File: config.mk
export PLATFORM = sky130hd
export DESIGN_NAME = i2s_adc_rx
export DESIGN_NICKNAME = d
export VERILOG_FILES = /design/src/rtl/audio_pkg.sv /design/src/rtl/i2s_bclk_gen.sv /design/src/rtl/i2s_adc_rx.sv
export SDC_FILE = /design/constraint.sdc
export NUM_CORES = 1
export LEC_CHECK = 0
export BUFFER_PORTS_ARGS = -buffer_cell sky130_fd_sc_hd__buf_2
export CAP_MARGIN = 20
export CELL_PAD_IN_SITES_DETAIL_PLACEMENT = 1
export CELL_PAD_IN_SITES_GLOBAL_PLACEMENT = 1
export CORE_ASPECT_RATIO = 1.4
export CORE_UTILIZATION = 49
export CTS_BUF_LIST = sky130_fd_sc_hd__clkbuf_8
export DETAILED_ROUTE_END_ITERATION = 8
export PLACE_DENSITY = 0.77
export SYNTH_ARGS = -nofsm -noshare
export SYNTH_HDL_FRONTEND = slang
export SYNTH_SLANG_ARGS = --single-unit
File: constraint.sdc
create_clock -name clk_in -period 2.8 [get_ports clk_in]
set_input_delay 0.14 -clock clk_in [delete_from_list [all_inputs] [get_ports clk_in]]
set_output_delay 0.14 -clock clk_in [all_outputs]
set_load 0.01 [all_outputs]
File: src/rtl/audio_pkg.sv
// Shared constants and FSM encoding for the codec audio receive path.
package audio_pkg;

    localparam int unsigned DEF_BCLK_DIV = 2;
    localparam int unsigned DEF_SLOT_W   = 32;
    localparam int unsigned DEF_SAMPLE_W = 16;

    typedef enum logic {
        ST_IDLE = 1'b0,
        ST_RUN  = 1'b1
    } i2s_state_e;

    // Counter width able to hold 0..n-1, never narrower than one bit.
    function automatic int unsigned cnt_width(input int unsigned n);
        return (n > 32'd1) ? $clog2(n) : 32'd1;
    endfunction

endpackage

File: src/rtl/i2s_bclk_gen.sv
// Bit-clock divider: registered bclk plus strobes flagging the clk_in edge
// on which bclk will rise or fall.
module i2s_bclk_gen
    import audio_pkg::*;
#(
    parameter int unsigned BCLK_DIV = DEF_BCLK_DIV
) (
    input  logic clk_in,
    input  logic reset_n,
    input  logic run,
    output logic bclk,
    output logic rise_stb,
    output logic fall_stb
);

    localparam int unsigned HALF  = BCLK_DIV / 32'd2;
    localparam int unsigned CNT_W = cnt_width(HALF);
    localparam logic [CNT_W-1:0] CNT_LAST = CNT_W'(HALF - 32'd1);

    logic [CNT_W-1:0] cnt_q, cnt_d;
    logic             bclk_q, bclk_d;

    // Half-period counter; bclk parks low whenever the receiver is stopped.
    always_comb begin
        cnt_d    = cnt_q;
        bclk_d   = bclk_q;
        rise_stb = 1'b0;
        fall_stb = 1'b0;
        if (!run) begin
            cnt_d  = {CNT_W{1'b0}};
            bclk_d = 1'b0;
        end else if (cnt_q == CNT_LAST) begin
            cnt_d    = {CNT_W{1'b0}};
            bclk_d   = ~bclk_q;
            rise_stb = ~bclk_q;
            fall_stb = bclk_q;
        end else begin
            cnt_d = cnt_q + CNT_W'(1);
        end
    end

    // Divider state registers.
    always_ff @(posedge clk_in or negedge reset_n) begin
        if (!reset_n) begin
            cnt_q  <= {CNT_W{1'b0}};
            bclk_q <= 1'b0;
        end else begin
            cnt_q  <= cnt_d;
            bclk_q <= bclk_d;
        end
    end

    assign bclk = bclk_q;

endmodule

File: src/rtl/i2s_adc_rx.sv
// I2S master receiver: drives BCLK/LRCLK to the codec, deserialises ADC data
// and hands stereo pairs downstream over valid/ready.
module i2s_adc_rx
    import audio_pkg::*;
#(
    parameter int unsigned BCLK_DIV = DEF_BCLK_DIV,
    parameter int unsigned SLOT_W   = DEF_SLOT_W,
    parameter int unsigned SAMPLE_W = DEF_SAMPLE_W
) (
    input  logic                clk_in,
    input  logic                reset_n,
    input  logic                enable,
    input  logic                adc_sdata,
    output logic                bclk,
    output logic                lrclk,
    output logic [SAMPLE_W-1:0] sample_l,
    output logic [SAMPLE_W-1:0] sample_r,
    output logic                sample_valid,
    input  logic                sample_ready,
    output logic                overrun
);

    localparam int unsigned BIT_W = cnt_width(SLOT_W);
    localparam logic [BIT_W-1:0] LAST_SLOT_BIT   = BIT_W'(SLOT_W - 32'd1);
    localparam logic [BIT_W-1:0] FIRST_DATA_BIT  = BIT_W'(1);
    localparam logic [BIT_W-1:0] LAST_SAMPLE_BIT = BIT_W'(SAMPLE_W);

    i2s_state_e          state_q, state_d;
    logic [BIT_W-1:0]    bit_cnt_q, bit_cnt_d;
    logic                lrclk_q, lrclk_d;
    logic [SAMPLE_W-1:0] sh_l_q, sh_l_d;
    logic [SAMPLE_W-1:0] sh_r_q, sh_r_d;
    logic [SAMPLE_W-1:0] sample_l_q, sample_l_d;
    logic [SAMPLE_W-1:0] sample_r_q, sample_r_d;
    logic                valid_q, valid_d;
    logic                overrun_q, overrun_d;

    logic run_s;
    logic rise_stb_s;
    logic fall_stb_s;
    logic in_sample_s;
    logic wrap_s;
    logic frame_end_s;
    logic accept_s;

    assign run_s = (state_q == ST_RUN);

    i2s_bclk_gen #(
        .BCLK_DIV (BCLK_DIV)
    ) u_bclk_gen (
        .clk_in   (clk_in),
        .reset_n  (reset_n),
        .run      (run_s),
        .bclk     (bclk),
        .rise_stb (rise_stb_s),
        .fall_stb (fall_stb_s)
    );

    // Sequencing, capture and output handshake.
    always_comb begin
        state_d    = state_q;
        bit_cnt_d  = bit_cnt_q;
        lrclk_d    = lrclk_q;
        sh_l_d     = sh_l_q;
        sh_r_d     = sh_r_q;
        sample_l_d = sample_l_q;
        sample_r_d = sample_r_q;
        overrun_d  = overrun_q;

        // Bit 0 after each word-select edge is the I2S one-bit delay slot.
        in_sample_s = (bit_cnt_q >= FIRST_DATA_BIT) && (bit_cnt_q <= LAST_SAMPLE_BIT);
        wrap_s      = (bit_cnt_q == LAST_SLOT_BIT);
        frame_end_s = run_s && fall_stb_s && wrap_s && lrclk_q;
        accept_s    = valid_q && sample_ready;

        if (accept_s) begin
            valid_d = 1'b0;
        end else begin
            valid_d = valid_q;
        end

        case (state_q)
            ST_IDLE: begin
                if (enable) begin
                    state_d   = ST_RUN;
                    bit_cnt_d = {BIT_W{1'b0}};
                    lrclk_d   = 1'b0;
                    overrun_d = 1'b0;
                end else begin
                    state_d = ST_IDLE;
                end
            end
            ST_RUN: begin
                if (rise_stb_s && in_sample_s) begin
                    if (lrclk_q) begin
                        sh_r_d = {sh_r_q[SAMPLE_W-2:0], adc_sdata};
                    end else begin
                        sh_l_d = {sh_l_q[SAMPLE_W-2:0], adc_sdata};
                    end
                end else begin
                    sh_l_d = sh_l_q;
                end

                if (fall_stb_s) begin
                    if (wrap_s) begin
                        bit_cnt_d = {BIT_W{1'b0}};
                        lrclk_d   = ~lrclk_q;
                    end else begin
                        bit_cnt_d = bit_cnt_q + BIT_W'(1);
                    end
                end else begin
                    bit_cnt_d = bit_cnt_q;
                end

                // A full output register drops the new frame rather than the old one.
                if (frame_end_s) begin
                    if (!valid_q || accept_s) begin
                        sample_l_d = sh_l_q;
                        sample_r_d = sh_r_q;
                        valid_d    = 1'b1;
                    end else begin
                        overrun_d = 1'b1;
                    end
                    if (enable) begin
                        state_d = ST_RUN;
                    end else begin
                        state_d = ST_IDLE;
                    end
                end else begin
                    state_d = ST_RUN;
                end
            end
            default: begin
                state_d = ST_IDLE;
            end
        endcase
    end

    // State and datapath registers.
    always_ff @(posedge clk_in or negedge reset_n) begin
        if (!reset_n) begin
            state_q    <= ST_IDLE;
            bit_cnt_q  <= {BIT_W{1'b0}};
            lrclk_q    <= 1'b0;
            sh_l_q     <= {SAMPLE_W{1'b0}};
            sh_r_q     <= {SAMPLE_W{1'b0}};
            sample_l_q <= {SAMPLE_W{1'b0}};
            sample_r_q <= {SAMPLE_W{1'b0}};
            valid_q    <= 1'b0;
            overrun_q  <= 1'b0;
        end else begin
            state_q    <= state_d;
            bit_cnt_q  <= bit_cnt_d;
            lrclk_q    <= lrclk_d;
            sh_l_q     <= sh_l_d;
            sh_r_q     <= sh_r_d;
            sample_l_q <= sample_l_d;
            sample_r_q <= sample_r_d;
            valid_q    <= valid_d;
            overrun_q  <= overrun_d;
        end
    end

    assign lrclk        = lrclk_q;
    assign sample_l     = sample_l_q;
    assign sample_r     = sample_r_q;
    assign sample_valid = valid_q;
    assign overrun      = overrun_q;

endmodule

# Yosys cells after proc, flatten, opt, wreduce, memory -nomap -nowiden
# Cells that the tools add are included.
# W data, S select, Z words.
[totals]
register_bits = 75
input_bits = 5
out_inout_bits = 36
elab_cells = 65
[classes]
add_sub_neg = 2
n_lt_le_gt_ge = 2
eq_ne = 7
muxes = 26
bitwise_logic = 3
reduce_logical = 14
[op_table]
columns = ["operator", "n"]
rows = [
  ["$mux W1", 19],
  ["$mux W5", 3],
  ["$reduce_and A3 Y1", 5],
  ["$pmux W5 S2", 1],
  ["$logic_and A1 B1 Y1", 6],
  ["$ne A2 B1 Y1 const B", 3],
  ["$ne A2 B2 Y1 const B", 3],
  ["$pmux W1 S2", 3],
  ["$add A5 B1 Y5 const B", 1],
  ["$eq A5 B5 Y1 const B", 1],
  ["$ge A5 B1 Y1 const B", 1],
  ["$le A5 B5 Y1 const B", 1],
  ["$not A1 Y1", 3],
  ["$reduce_and A2 Y1", 1],
  ["$add A1 B1 Y1 const B", 1],
  ["$logic_not A1 Y1", 1],
  ["$logic_or A1 B1 Y1", 1],
]

# Depth between registers and ports, before layout
[depth]
word_depth = 7
depth_mapped = 7
mapped_depth_nobuf = 7

# Cells and area by module
# A second synthesis with hierarchy kept.
[unflattened]
cells_unflattened = 198
hier_area_um2 = 3110.5
[by_module_without_submodules]
columns = ["mod", "n_inst", "cells_per_inst", "area_per_inst_um2", "seq_area_each_um2"]
rows = [
  ["i2s_adc_rx", 1, 195, 3069.2, 1826.8],
  ["i2s_bclk_gen", 1, 3, 41.3, 25.0],
]

# Worst setup path after synthesis
# Ideal clock, no wire load.
[synth_timing]
kind = "flip-flop to flip-flop"
startpoint = "reg bit_cnt_q[0]"
endpoint = "reg sample_l_q[15] (netlist: sample_l[15])"
setup_ps = 125
arrival_ps = 1925
required_ps = 2675
path_slack_ps = 750
stages_incl_launch_ff = 8
n_path_buf = 1
synth_period_minus_slack_ps = 2050
path_cell_list = "dfrtp_1 -> ha_1 -> and3_1 -> ha_1 -> nand4_1 -> a21oi_1 -> buf_2 -> mux2_2"
[synth_between]
elab_chain_len = 4
[synth_lines]
columns = ["item", "line_no", "source"]
rows = [
  ["start, declared", "i2s_adc_rx.sv:29", "logic [BIT_W-1:0] bit_cnt_q, bit_cnt_d;"],
  ["start signal, assigned", "i2s_adc_rx.sv:143", "bit_cnt_q <= {BIT_W{1'b0}};"],
  ["start signal, assigned", "i2s_adc_rx.sv:153", "bit_cnt_q <= bit_cnt_d;"],
  ["$eq A5 B5 Y1", "i2s_adc_rx.sv:72", "wrap_s = (bit_cnt_q == LAST_SLOT_BIT);"],
  ["$logic_and A1 B1 Y1 (2 in a row)", "i2s_adc_rx.sv:73", "frame_end_s = run_s && fall_stb_s && wrap_s && lrclk_q;"],
  ["$reduce_and A3 Y1 (no line)", "--", ""],
  ["end signal, assigned", "i2s_adc_rx.sv:147", "sample_l_q <= {SAMPLE_W{1'b0}};"],
  ["end signal, assigned", "i2s_adc_rx.sv:157", "sample_l_q <= sample_l_d;"],
  ["end, declared", "i2s_adc_rx.sv:33", "logic [SAMPLE_W-1:0] sample_l_q, sample_l_d;"],
]
# Every way passes these cells.
# A chain may end at the register's enable or synchronous reset.

# Worst setup path after layout
[layout_timing]
startpoint = "reg bit_cnt_q[0]"
endpoint = "reg sample_l_q[1] (netlist: sample_l[1])"
# Same word-level chain as after synthesis.

==> results.yml <==
critical_path:
  path_common_cell: "ha_1"
  required_ns: 3.03
  regToRegSetupSlack_ns: 0.47
  rr_startpoint: "bit_cnt_q[0]$_DFFE_PN0P_"
  reg2regPathDepth: 7
  crit_buf_inv: 1
  cp_slowest_stage_delay_ns: 0.43
  r2r_end: "sample_l[1]$_DFFE_PN0P_"
  crit_family: "flip-flops"
  arrival_ns: 2.56
  path_class: "reg -> reg"
  cp_max_fo: 32
  worst_setup_path_start_kind: "flop"
  worstPathCellList: "ha_1 > and3_1 > ha_1 > nand4_1 > a21oi_4 > buf_4 > mux2_2"
  cp-end-kind: "flop"
  cpMaxStageDelayCell: "dfrtp_1"
global_routing:
  grt_antenna_before_repair: 0
  grt_pass1_vias: 1782
  grt_max_degree: 33
  track_usage: 0.1927
  busiest_layer: "met2"
  grt_use_met3: 0.04306
  grt_pass1_wl_um: 8907
  use_met1: 0.2455
  overflow: 0
  use_met2: 0.3015
power:
  clock_power_share: 0.237
  leakagePower_uw: 0.001872
  p_sw_frac: 0.3238
  p_switching_uw: 1139
  p_seq_frac: 0.475
  p_int_uw: 2379
  power_density_nw_per_um2: 992.5
  total_power_uw: 3518
  pwr-share-comb: 0.288
  ir_worst_vdd_v: 0.0005368
cts:
  clkSinkCount: 74
  clockBufferDepth: 2
  cts.repair.resized: 0
  hold_buffers: 2
  htreeDepth: 3
  cts_tree: "built"
  clk_latency_ns: 0.35
  cts-root-buf: "clkbuf_8"
  post-cts-setup-buffer-count: 0
  path_clk_slew_ns: 0.09
  cts-buffers-inserted: 9
timing:
  finClkSkew_ns: 0.01104
  fmax_ghz: 0.4290
  slew_violations: 0
  final.min_clock_period_ns: 2.331
  rsz0062_at_grt: "no"
  fin_ws_ns: 0.4688
  fin_tns_setup_ns: 0
  slew_headroom: 0.5805
  tightest_slew_ns: 0.6280
  hold_ws_ns: 0.01926
  fin_crit_sh: 0.8326
  finalHoldViolCount: 0
  setup_violations: 0
worst_hold_path:
  min_path_type: "in -> reg"
  min_to: "run_s$_DFF_PN0_"
  min_path_cells: 2
  worstHoldStart: "enable"
die:
  row_count: 33
  core-area_um2: 5946
  die_w_um: 68.73
  io_pins: 41
  die-area_um2: 6557
  fp.dieH_um: 95.42
  initial_core_util: 0.5137
place:
  post-dp-hpwl_um: 3536
  io_buffers: 40
  gp_congestion: 0.7368
  placed_cell_area_um2: 3324
  pre_cts_slack_ns: 0.4946
final_layout:
  layout_commonest_cell: "dfrtp_1"
  fillers: 587
  postLayoutCellArea_um2: 3545
  drive_above_1_share: 0.4476
  most-common-layout-cells: "dfrtp_1, buf_2, mux2_2, mux2_4, mux2_1"
  layout.nets: 252
  area_growth_pct: 16.06
  antenna_cells: 0
detailed_routing:
  drt-wirelength-per-cell_um: 17.09
  drt_iter0_drc: 37
  num_vias: 1711
  drc: 0
  avgViaCountPerCell: 5.381
  wirelength_um: 5436
  antenna_left: 0
  dr.pass1.iters: 4
job:
  maxCapViolCount: 0
outcome:
  outcome: "finished, final reports clean"
yosys:
  synth_edf_count: 0
  syn-num-nets: 204
  netlist_instances: 195
  synth_cell_types: 31
  synth-seq-cells: 74
  mappedNetlistArea_um2: 3054
  async_flop_share: 1.000
  synth_seq_area_share: 0.6063
  avgSynthCellArea_um2: 15.66
  synth_ff_type: "dfrtp_1"
  yosys_warnings: 0
## state kept, by name, summed over array words and instances (netlist names)
| signal | count |
|---|---|
| u_bclk_gen.bclk | 1 |
| sh_l_q | 16 |
| run_s | 1 |
| sh_r_q | 16 |
| lrclk | 1 |
| sample_valid | 1 |
| sample_r | 16 |
| sample_l | 16 |
| bit_cnt_q | 5 |
| overrun | 1 |
## cells in the mapped netlist (all sizes together) (2+ instances only)
cell,instances,area share
a21oi,3,0.0049
a22o,2,0.0057
buf,7,0.016
dfrtp,74,0.61
ha,4,0.016
inv,5,0.0061
mux2,65,0.26
nand2,2,0.0025
nand3,3,0.0090
nand3b,2,0.0090
nor2,4,0.0049
nor2b,3,0.0061
nor3,2,0.0033
o21ai,7,0.011
## power groups by stage
stage	logic [uW]	clock network, uW	registers (uW)
CTS	1030	865	1680
detailed placement	1020	0	1690
floorplan	754	0	1650
global placement	980	0	1670
finish	1010	835	1670
global route	1120	897	1720
## worst max-delay path by stage
stage	startpoint	to	slack, ns	cells after the start
2_1_floorplan	bit_cnt_q[0]$_DFFE_PN0P_	sample_l[15]$_DFFE_PN0P_	0.75	7
3_3_place_gp	bit_cnt_q[0]$_DFFE_PN0P_	sample_r[9]$_DFFE_PN0P_	0.58	7
3_5_place_dp	bit_cnt_q[0]$_DFFE_PN0P_	sample_l[1]$_DFFE_PN0P_	0.49	7
4_1_cts	bit_cnt_q[0]$_DFFE_PN0P_	sample_l[1]$_DFFE_PN0P_	0.46	7
5_1_grt	bit_cnt_q[0]$_DFFE_PN0P_	sample_l[4]$_DFFE_PN0P_	0.28	7
6_report	bit_cnt_q[0]$_DFFE_PN0P_	sample_l[1]$_DFFE_PN0P_	0.47	7
## final cells by class
cell class / instances / area [um^2] / share of cell area
inverter: 5 / 18.77 / 0.005295
clock buffer: 9 / 123.9 / 0.03495
multi-input combinational: 108 / 1144 / 0.3226
timing repair buffer: 45 / 242.7 / 0.06848
sequential: 74 / 1852 / 0.5224
tap: 70 / 87.58 / 0.02471
clock inverter: 7 / 76.32 / 0.02153
## cells by family after synthesis
group	share of synthesized area
fa+ha+maj	0.01639
flops	0.6063
simple gates	0.04917
buf+inv	0.02294
compound gates	0.03482
mux	0.2675
xor+xnor	0.002868
## stage by stage
step | utilization | instances
floorplan | - | 195
global placement | 0.5591 | 300
detailed placement | 0.5591 | 300
CTS | 0.5962 | 318
global route | 0.5962 | 318
finish | 0.5962 | 318
## worst reg2reg max path: stages (launching register included)
cell	delay (ns)
dfrtp_1	0.43
ha_1	0.20
and3_1	0.16
ha_1	0.21
nand4_1	0.22
a21oi_4	0.19
buf_4	0.40
mux2_2	0.40
## per-layer routing
layer  up-vias  wire (um)
li1        782          -
met1       890       2399
met2        30       2760
met3         9        151
met4         0        124
met5         -          0
No activity file was read; power rests on OpenSTA's default activity.
